File: src/rtl/axis_pkt_rr_arbiter_pkg.sv
// Shared types and the round-robin pick function for the AXIS packet arbiter.
// The pick function is sized for the largest supported source count.
package axis_pkt_rr_arbiter_pkg;

    typedef enum logic {IDLE = 1'b0, PKT = 1'b1} arb_state_t;

    localparam int RR_MAX_SRC = 16;
    localparam int RR_PTR_W   = 4;

    // First requester found scanning ptr, ptr+1, ... modulo n.
    function automatic logic [RR_PTR_W-1:0] rr_pick(input logic [RR_MAX_SRC-1:0] req,
                                                    input logic [RR_PTR_W-1:0]   ptr,
                                                    input int                    n);
        logic [RR_PTR_W-1:0] win;
        logic                found;
        int                  idx;
        win   = ptr;
        found = 1'b0;
        for (int k = 0; k < RR_MAX_SRC; k++) begin
            idx = (int'(ptr) + k) % n;
            if (k < n && !found && req[idx[RR_PTR_W-1:0]]) begin
                win   = idx[RR_PTR_W-1:0];
                found = 1'b1;
            end
        end
        return win;
    endfunction

endpackage

File: src/rtl/axis_pkt_rr_arbiter_skid_buf.sv
// Two-entry AXI4-Stream register slice with a registered s_tready.
// Entry 0 drives the master side directly; entry 1 absorbs the beat in flight when the consumer stalls.
module axis_skid_buf #(
    parameter int TDATA_W = 32,
    parameter int TUSER_W = 1
) (
    input  logic               clk,
    input  logic               reset_n,
    input  logic               s_tvalid,
    output logic               s_tready,
    input  logic [TDATA_W-1:0] s_tdata,
    input  logic [TUSER_W-1:0] s_tuser,
    input  logic               s_tlast,
    output logic               m_tvalid,
    input  logic               m_tready,
    output logic [TDATA_W-1:0] m_tdata,
    output logic [TUSER_W-1:0] m_tuser,
    output logic               m_tlast
);
    localparam int PW = TDATA_W + TUSER_W + 1;

    logic [PW-1:0] r_ent0, r_ent1;
    logic          r_vld0, r_vld1, r_rdy;
    logic [PW-1:0] w_in, w_ent0_nxt, w_ent1_nxt;
    logic          w_push, w_pop, w_vld0_nxt, w_vld1_nxt;

    assign w_in   = {s_tdata, s_tuser, s_tlast};
    assign w_push = s_tvalid & r_rdy;
    assign w_pop  = r_vld0 & m_tready;

    // Shift out first, then the incoming beat lands in the lowest free slot.
    always_comb begin
        w_ent0_nxt = r_ent0;
        w_ent1_nxt = r_ent1;
        w_vld0_nxt = r_vld0;
        w_vld1_nxt = r_vld1;
        if (w_pop) begin
            w_ent0_nxt = r_ent1;
            w_vld0_nxt = r_vld1;
            w_vld1_nxt = 1'b0;
        end
        if (w_push) begin
            if (!w_vld0_nxt) begin
                w_ent0_nxt = w_in;
                w_vld0_nxt = 1'b1;
            end else begin
                w_ent1_nxt = w_in;
                w_vld1_nxt = 1'b1;
            end
        end
    end

    always_ff @(posedge clk or negedge reset_n) begin
        if (!reset_n) begin
            r_ent0 <= '0;
            r_ent1 <= '0;
            r_vld0 <= 1'b0;
            r_vld1 <= 1'b0;
            r_rdy  <= 1'b1;
        end else begin
            r_ent0 <= w_ent0_nxt;
            r_ent1 <= w_ent1_nxt;
            r_vld0 <= w_vld0_nxt;
            r_vld1 <= w_vld1_nxt;
            r_rdy  <= !w_vld1_nxt;
        end
    end

    assign {m_tdata, m_tuser, m_tlast} = r_ent0;
    assign m_tvalid = r_vld0;
    assign s_tready = r_rdy;

endmodule

File: src/rtl/axis_pkt_rr_arbiter.sv
// N:1 AXI4-Stream packet arbiter: round-robin grant held for a whole packet,
// merged stream registered through a two-entry skid buffer.
module axis_pkt_rr_arbiter
    import axis_pkt_rr_arbiter_pkg::*;
#(
    parameter  int N_SRC   = 4,
    parameter  int TDATA_W = 32,
    parameter  int TUSER_W = 1,
    localparam int IDX_W   = (N_SRC > 1) ? $clog2(N_SRC) : 1
) (
    input  logic                       clk,
    input  logic                       reset_n,
    input  logic                       arb_en,
    input  logic [N_SRC-1:0]           s_tvalid,
    output logic [N_SRC-1:0]           s_tready,
    input  logic [N_SRC*TDATA_W-1:0]   s_tdata,
    input  logic [N_SRC*TUSER_W-1:0]   s_tuser,
    input  logic [N_SRC-1:0]           s_tlast,
    output logic                       m_tvalid,
    input  logic                       m_tready,
    output logic [TDATA_W-1:0]         m_tdata,
    output logic [TUSER_W-1:0]         m_tuser,
    output logic                       m_tlast,
    output logic                       grant_vld,
    output logic [IDX_W-1:0]           grant_idx
);
    arb_state_t         r_state;
    logic [IDX_W-1:0]   r_grant_idx, r_rr_ptr;
    logic               r_grant_vld;

    logic               w_sel_vld, w_sel_last, w_skid_vld, w_skid_rdy, w_beat;
    logic [TDATA_W-1:0] w_sel_data;
    logic [TUSER_W-1:0] w_sel_user;

    assign w_sel_vld  = s_tvalid[r_grant_idx];
    assign w_sel_last = s_tlast[r_grant_idx];
    assign w_sel_data = s_tdata[r_grant_idx*TDATA_W +: TDATA_W];
    assign w_sel_user = s_tuser[r_grant_idx*TUSER_W +: TUSER_W];
    assign w_skid_vld = (r_state == PKT) & w_sel_vld;
    assign w_beat     = w_skid_vld & w_skid_rdy;

    // Only the granted source ever sees ready; everyone else waits with tvalid held.
    always_comb begin
        s_tready = '0;
        if (r_state == PKT)
            s_tready[r_grant_idx] = w_skid_rdy;
    end

    always_ff @(posedge clk or negedge reset_n) begin
        if (!reset_n) begin
            r_state     <= IDLE;
            r_grant_idx <= '0;
            r_rr_ptr    <= '0;
            r_grant_vld <= 1'b0;
        end else begin
            case (r_state)
                IDLE: begin
                    if (arb_en && |s_tvalid) begin
                        r_grant_idx <= IDX_W'(rr_pick(RR_MAX_SRC'(s_tvalid), RR_PTR_W'(r_rr_ptr), N_SRC));
                        r_grant_vld <= 1'b1;
                        r_state     <= PKT;
                    end
                end
                PKT: begin
                    if (w_beat && w_sel_last) begin
                        r_rr_ptr    <= (r_grant_idx == IDX_W'(N_SRC - 1)) ? '0 : r_grant_idx + 1'b1;
                        r_grant_vld <= 1'b0;
                        r_state     <= IDLE;
                    end
                end
                default: r_state <= IDLE;
            endcase
        end
    end

    assign grant_vld = r_grant_vld;
    assign grant_idx = r_grant_idx;

    axis_skid_buf #(
        .TDATA_W(TDATA_W),
        .TUSER_W(TUSER_W)
    ) u_skid (
        .clk     (clk),
        .reset_n (reset_n),
        .s_tvalid(w_skid_vld),
        .s_tready(w_skid_rdy),
        .s_tdata (w_sel_data),
        .s_tuser (w_sel_user),
        .s_tlast (w_sel_last),
        .m_tvalid(m_tvalid),
        .m_tready(m_tready),
        .m_tdata (m_tdata),
        .m_tuser (m_tuser),
        .m_tlast (m_tlast)
    );

endmodule
File: config.mk
export PLATFORM = sky130hd
export DESIGN_NAME = axis_pkt_rr_arbiter
export DESIGN_NICKNAME = d
export VERILOG_FILES = /design/src/rtl/axis_pkt_rr_arbiter_pkg.sv /design/src/rtl/axis_pkt_rr_arbiter_skid_buf.sv /design/src/rtl/axis_pkt_rr_arbiter.sv
export SDC_FILE = /design/constraint.sdc
export NUM_CORES = 1
export LEC_CHECK = 0
export CAP_MARGIN = 20
export CELL_PAD_IN_SITES_DETAIL_PLACEMENT = 1
export CELL_PAD_IN_SITES_GLOBAL_PLACEMENT = 2
export CORE_ASPECT_RATIO = 0.9
export CORE_UTILIZATION = 47
export CTS_BUF_LIST = sky130_fd_sc_hd__clkbuf_8
export CTS_CLUSTER_DIAMETER = 60
export DETAILED_ROUTE_END_ITERATION = 8
export DONT_BUFFER_PORTS = 1
export GPL_TIMING_DRIVEN = 0
export PLACE_DENSITY_LB_ADDON = 0.05
export SETUP_SLACK_MARGIN = 0.15
export SYNTH_ARGS = -nofsm -noshare
export SYNTH_HDL_FRONTEND = slang
export SYNTH_HIERARCHICAL = 1
export SYNTH_SLANG_ARGS = --single-unit
File: constraint.sdc
create_clock -name clk -period 3.9 [get_ports clk]
set_input_delay 0 -clock clk [delete_from_list [all_inputs] [get_ports clk]]
set_output_delay 0 -clock clk [all_outputs]
set_load 0.01 [all_outputs]
==> qor.yml <==
status:
  outcome: "completed"
placed_design:
  portBuffers: 0
  place_hpwl_mm: 7.148
  routabilityCongestion: 0.7349
  placed_area_sq_um: 4603
  post-place-ws_ps: 1247
pwr:
  powerDensity_nw_per_um2: 851.8
  cellLeakagePower_uw: 0.002142
  ir_worst_vdd_uv: 310.7
  total_power_uw: 4208
global_routing:
  grt_max_degree: 78
  grt_pass1_wl_mm: 16.00
  grt_overflow_total: 0
  antenna_found_initial: 1
  track_usage_pct: 21.80
  first_global_vias: 2854
synth:
  syn-instance-count: 283
  syn_nets: 431
  syn_avg_cell_area_sq_um: 15.73
  ys_warn_count: 6
  synth_edf_count: 0
  ys_types: 36
  ys_ff_latch: 77
  ys_async_sr_fraction_pct: 100.0
  syn_area_sq_um: 4451
  yosys_most_used_dff: "dfrtp_1"
  ys_seq_area_share_pct: 43.32
sta:
  whs_ps: 33.20
  maxSlewHeadroom_pct: 51.49
  fin_crit_sh_pct: 67.58
  layout_min_cycle_time_ps: 2636
  setup_slack_ps: 1265
  fin_setup_tns_ps: 0
  timing.fmax_ghz: 0.3794
  worst_slew_pin_slew_ps: 727.7
  finalHoldViolCount: 0
  grt_setup_unrepaired: "false"
  slew_viol_final: 0
  clock_skew_ps: 13.59
  setup_viol: 0
routing:
  dr.pass1.iters: 4
  post_drt_wl_per_cell_um: 23.35
  drtIter0Drc: 62
  ant_nets: 0
  drc_errors: 0
  viasPerCell: 5.954
  vias: 2572
  routed_wl_mm: 10.09
worst_setup_path:
  critPathRequiredTime_ps: 4120
  worstSetupPathType: "flop to flop"
  cp_max_fo: 10
  endpoint_kind: "flop"
  worstPathArrival_ps: 2860
  startpoint_type: "flop"
clocking:
  clock_sinks: 77
  htree_levels: 3
  clock-root-buffer: "clkbuf_8"
  cts.repair.resized: 0
  cts_buffers: 9
  tritoncts: "yes"
  cts_setup_buffers: 0
  clk_pin_slew_ps: 80
  cts_hold_buf: 10
  clock_latency_ps: 350
  cts_max_path_buffers: 2
floorplan:
  coreArea_sq_um: 9166
  fp.dieH_um: 94.32
  start_util_pct: 48.55
  row_count: 33
  ios: 186
  die_area_sq_um: 9863
  dieWidth_um: 104.6
finish:
  area_delta_synth_final_pct: 10.99
  num-nets-final: 452
  drive_gt1_share_pct: 55.02
  fillers: 896
  design_area_sq_um: 4940
hold_path:
  hold_class: "primary input to flop"
flow_run:
  cap_violations: 0
==> through the flow <==
stage          util, %  instances
5_1_grt          53.86        431
2_1_floorplan        -        283
3_5_place_dp     50.22        405
4_1_cts          53.86        431
6_report         53.89        432
3_3_place_gp     50.22        405
==> power breakdown <==
group          internal, uW  switching [uW]  leakage (uW)
clock network           358             295      0.000112
logic                  1190             754       0.00111
registers              1220             386      0.000924
total                  2770            1440       0.00214
==> cell families (layout without fill, tap and decap cells) <==
logic type / after synthesis / in the layout / synth area share [%]
adder cells (fa/ha/maj): 4 / 4 / 1.125
AND/OR/NAND/NOR: 27 / 27 / 3.711
AO/OA/AOI/OAI: 14 / 14 / 2.221
other: 0 / 1 / 0
flip-flops: 77 / 77 / 43.32
multiplexers: 139 / 139 / 46.64
buffers and inverters: 22 / 48 / 2.980
==> final cells by class <==
type	count	area [sq um]	area share, %
Antenna cell	1	2.502	0.05066
Buffer	18	117.6	2.381
Clock buffer	9	123.9	2.508
Clock inverter	7	92.59	1.874
Inverter	4	15.01	0.3040
Multi-Input combinational cell	184	2390	48.38
Sequential cell	77	1928	39.03
Tap cell	122	152.6	3.090
Timing Repair Buffer	10	117.6	2.381
==> worst max-delay path: stages (launching register included) <==
cell and delay [ps]:
dfrtp_1 510, buf_6 240, mux4_2 570, and2_1 180, nand2_1 80, o21bai_2 200, buf_2 360, mux2_2 370
==> cell usage after synthesis (2+ instances only) <==
cell / n / area, sq um
dfrtp_1: 76 / 1902
mux2_2: 74 / 833.3
mux4_2: 32 / 720.7
mux2_4: 28 / 420.4
buf_2: 10 / 50.05
buf_6: 5 / 56.30
nand2b_1: 5 / 31.28
and3_1: 4 / 25.02
ha_1: 4 / 50.05
inv_1: 4 / 15.01
nand2_1: 4 / 15.01
a21oi_1: 3 / 15.01
mux4_1: 3 / 78.83
nor2_1: 3 / 11.26
o21ai_0: 3 / 15.01
a21o_1: 2 / 15.01
and2_1: 2 / 12.51
clkbuf_1: 2 / 7.510
mux2_1: 2 / 22.52
==> worst paths after layout <==
kind | slack (ps) | start | depth (start not counted) | endpoint
worst max register to register | 1260 | grant_idx[0] | 7 | u_skid/r_ent0[24]
min in group asynchronous | 180 | reset_n | 2 | u_skid/r_ent1[10]
worst min-delay path | 30 | arb_en | 3 | r_state
worst max-delay path | 1260 | grant_idx[0] | 7 | u_skid/r_ent0[24]
worst min register to register | 510 | u_skid/r_ent1[2] | 1 | u_skid/r_ent1[2]
max in group asynchronous | 3350 | reset_n | 2 | u_skid/s_tready
==> metal layers <==
layer	share of wire [%]	GRT usage, %	vias up
li1	-	-	1130
met1	41	26.97	1338
met2	51	36.64	92
met3	7.2	7.490	12
met4	1.3	6.103	0
met5	0	0	-
==> sequential cells by signal, indices dropped and copies added, names as in the netlist <==
| name | cells |
|---|---|
| u_skid/m_tvalid | 1 |
| u_skid/s_tready | 1 |
| u_skid/r_ent1 | 34 |
| u_skid/r_vld1 | 1 |
| grant_idx | 2 |
| u_skid/r_ent0 | 34 |
| r_state | 1 |
| r_rr_ptr | 2 |
| grant_vld | 1 |
==> cells in the final DEF (no fill, tap or decap), types with 5 or more instances in the layout <==
cell / Yosys / final
dfrtp_1: 76 / 76
dlygate4sd3_1: 0 / 9
mux4_2: 32 / 32
nand2b_1: 5 / 5
buf_6: 5 / 5
clkbuf_8: 0 / 9
mux2_2: 74 / 74
buf_2: 10 / 10
inv_1: 4 / 6
mux2_4: 28 / 28
Power figures use the tool's default switching activity.
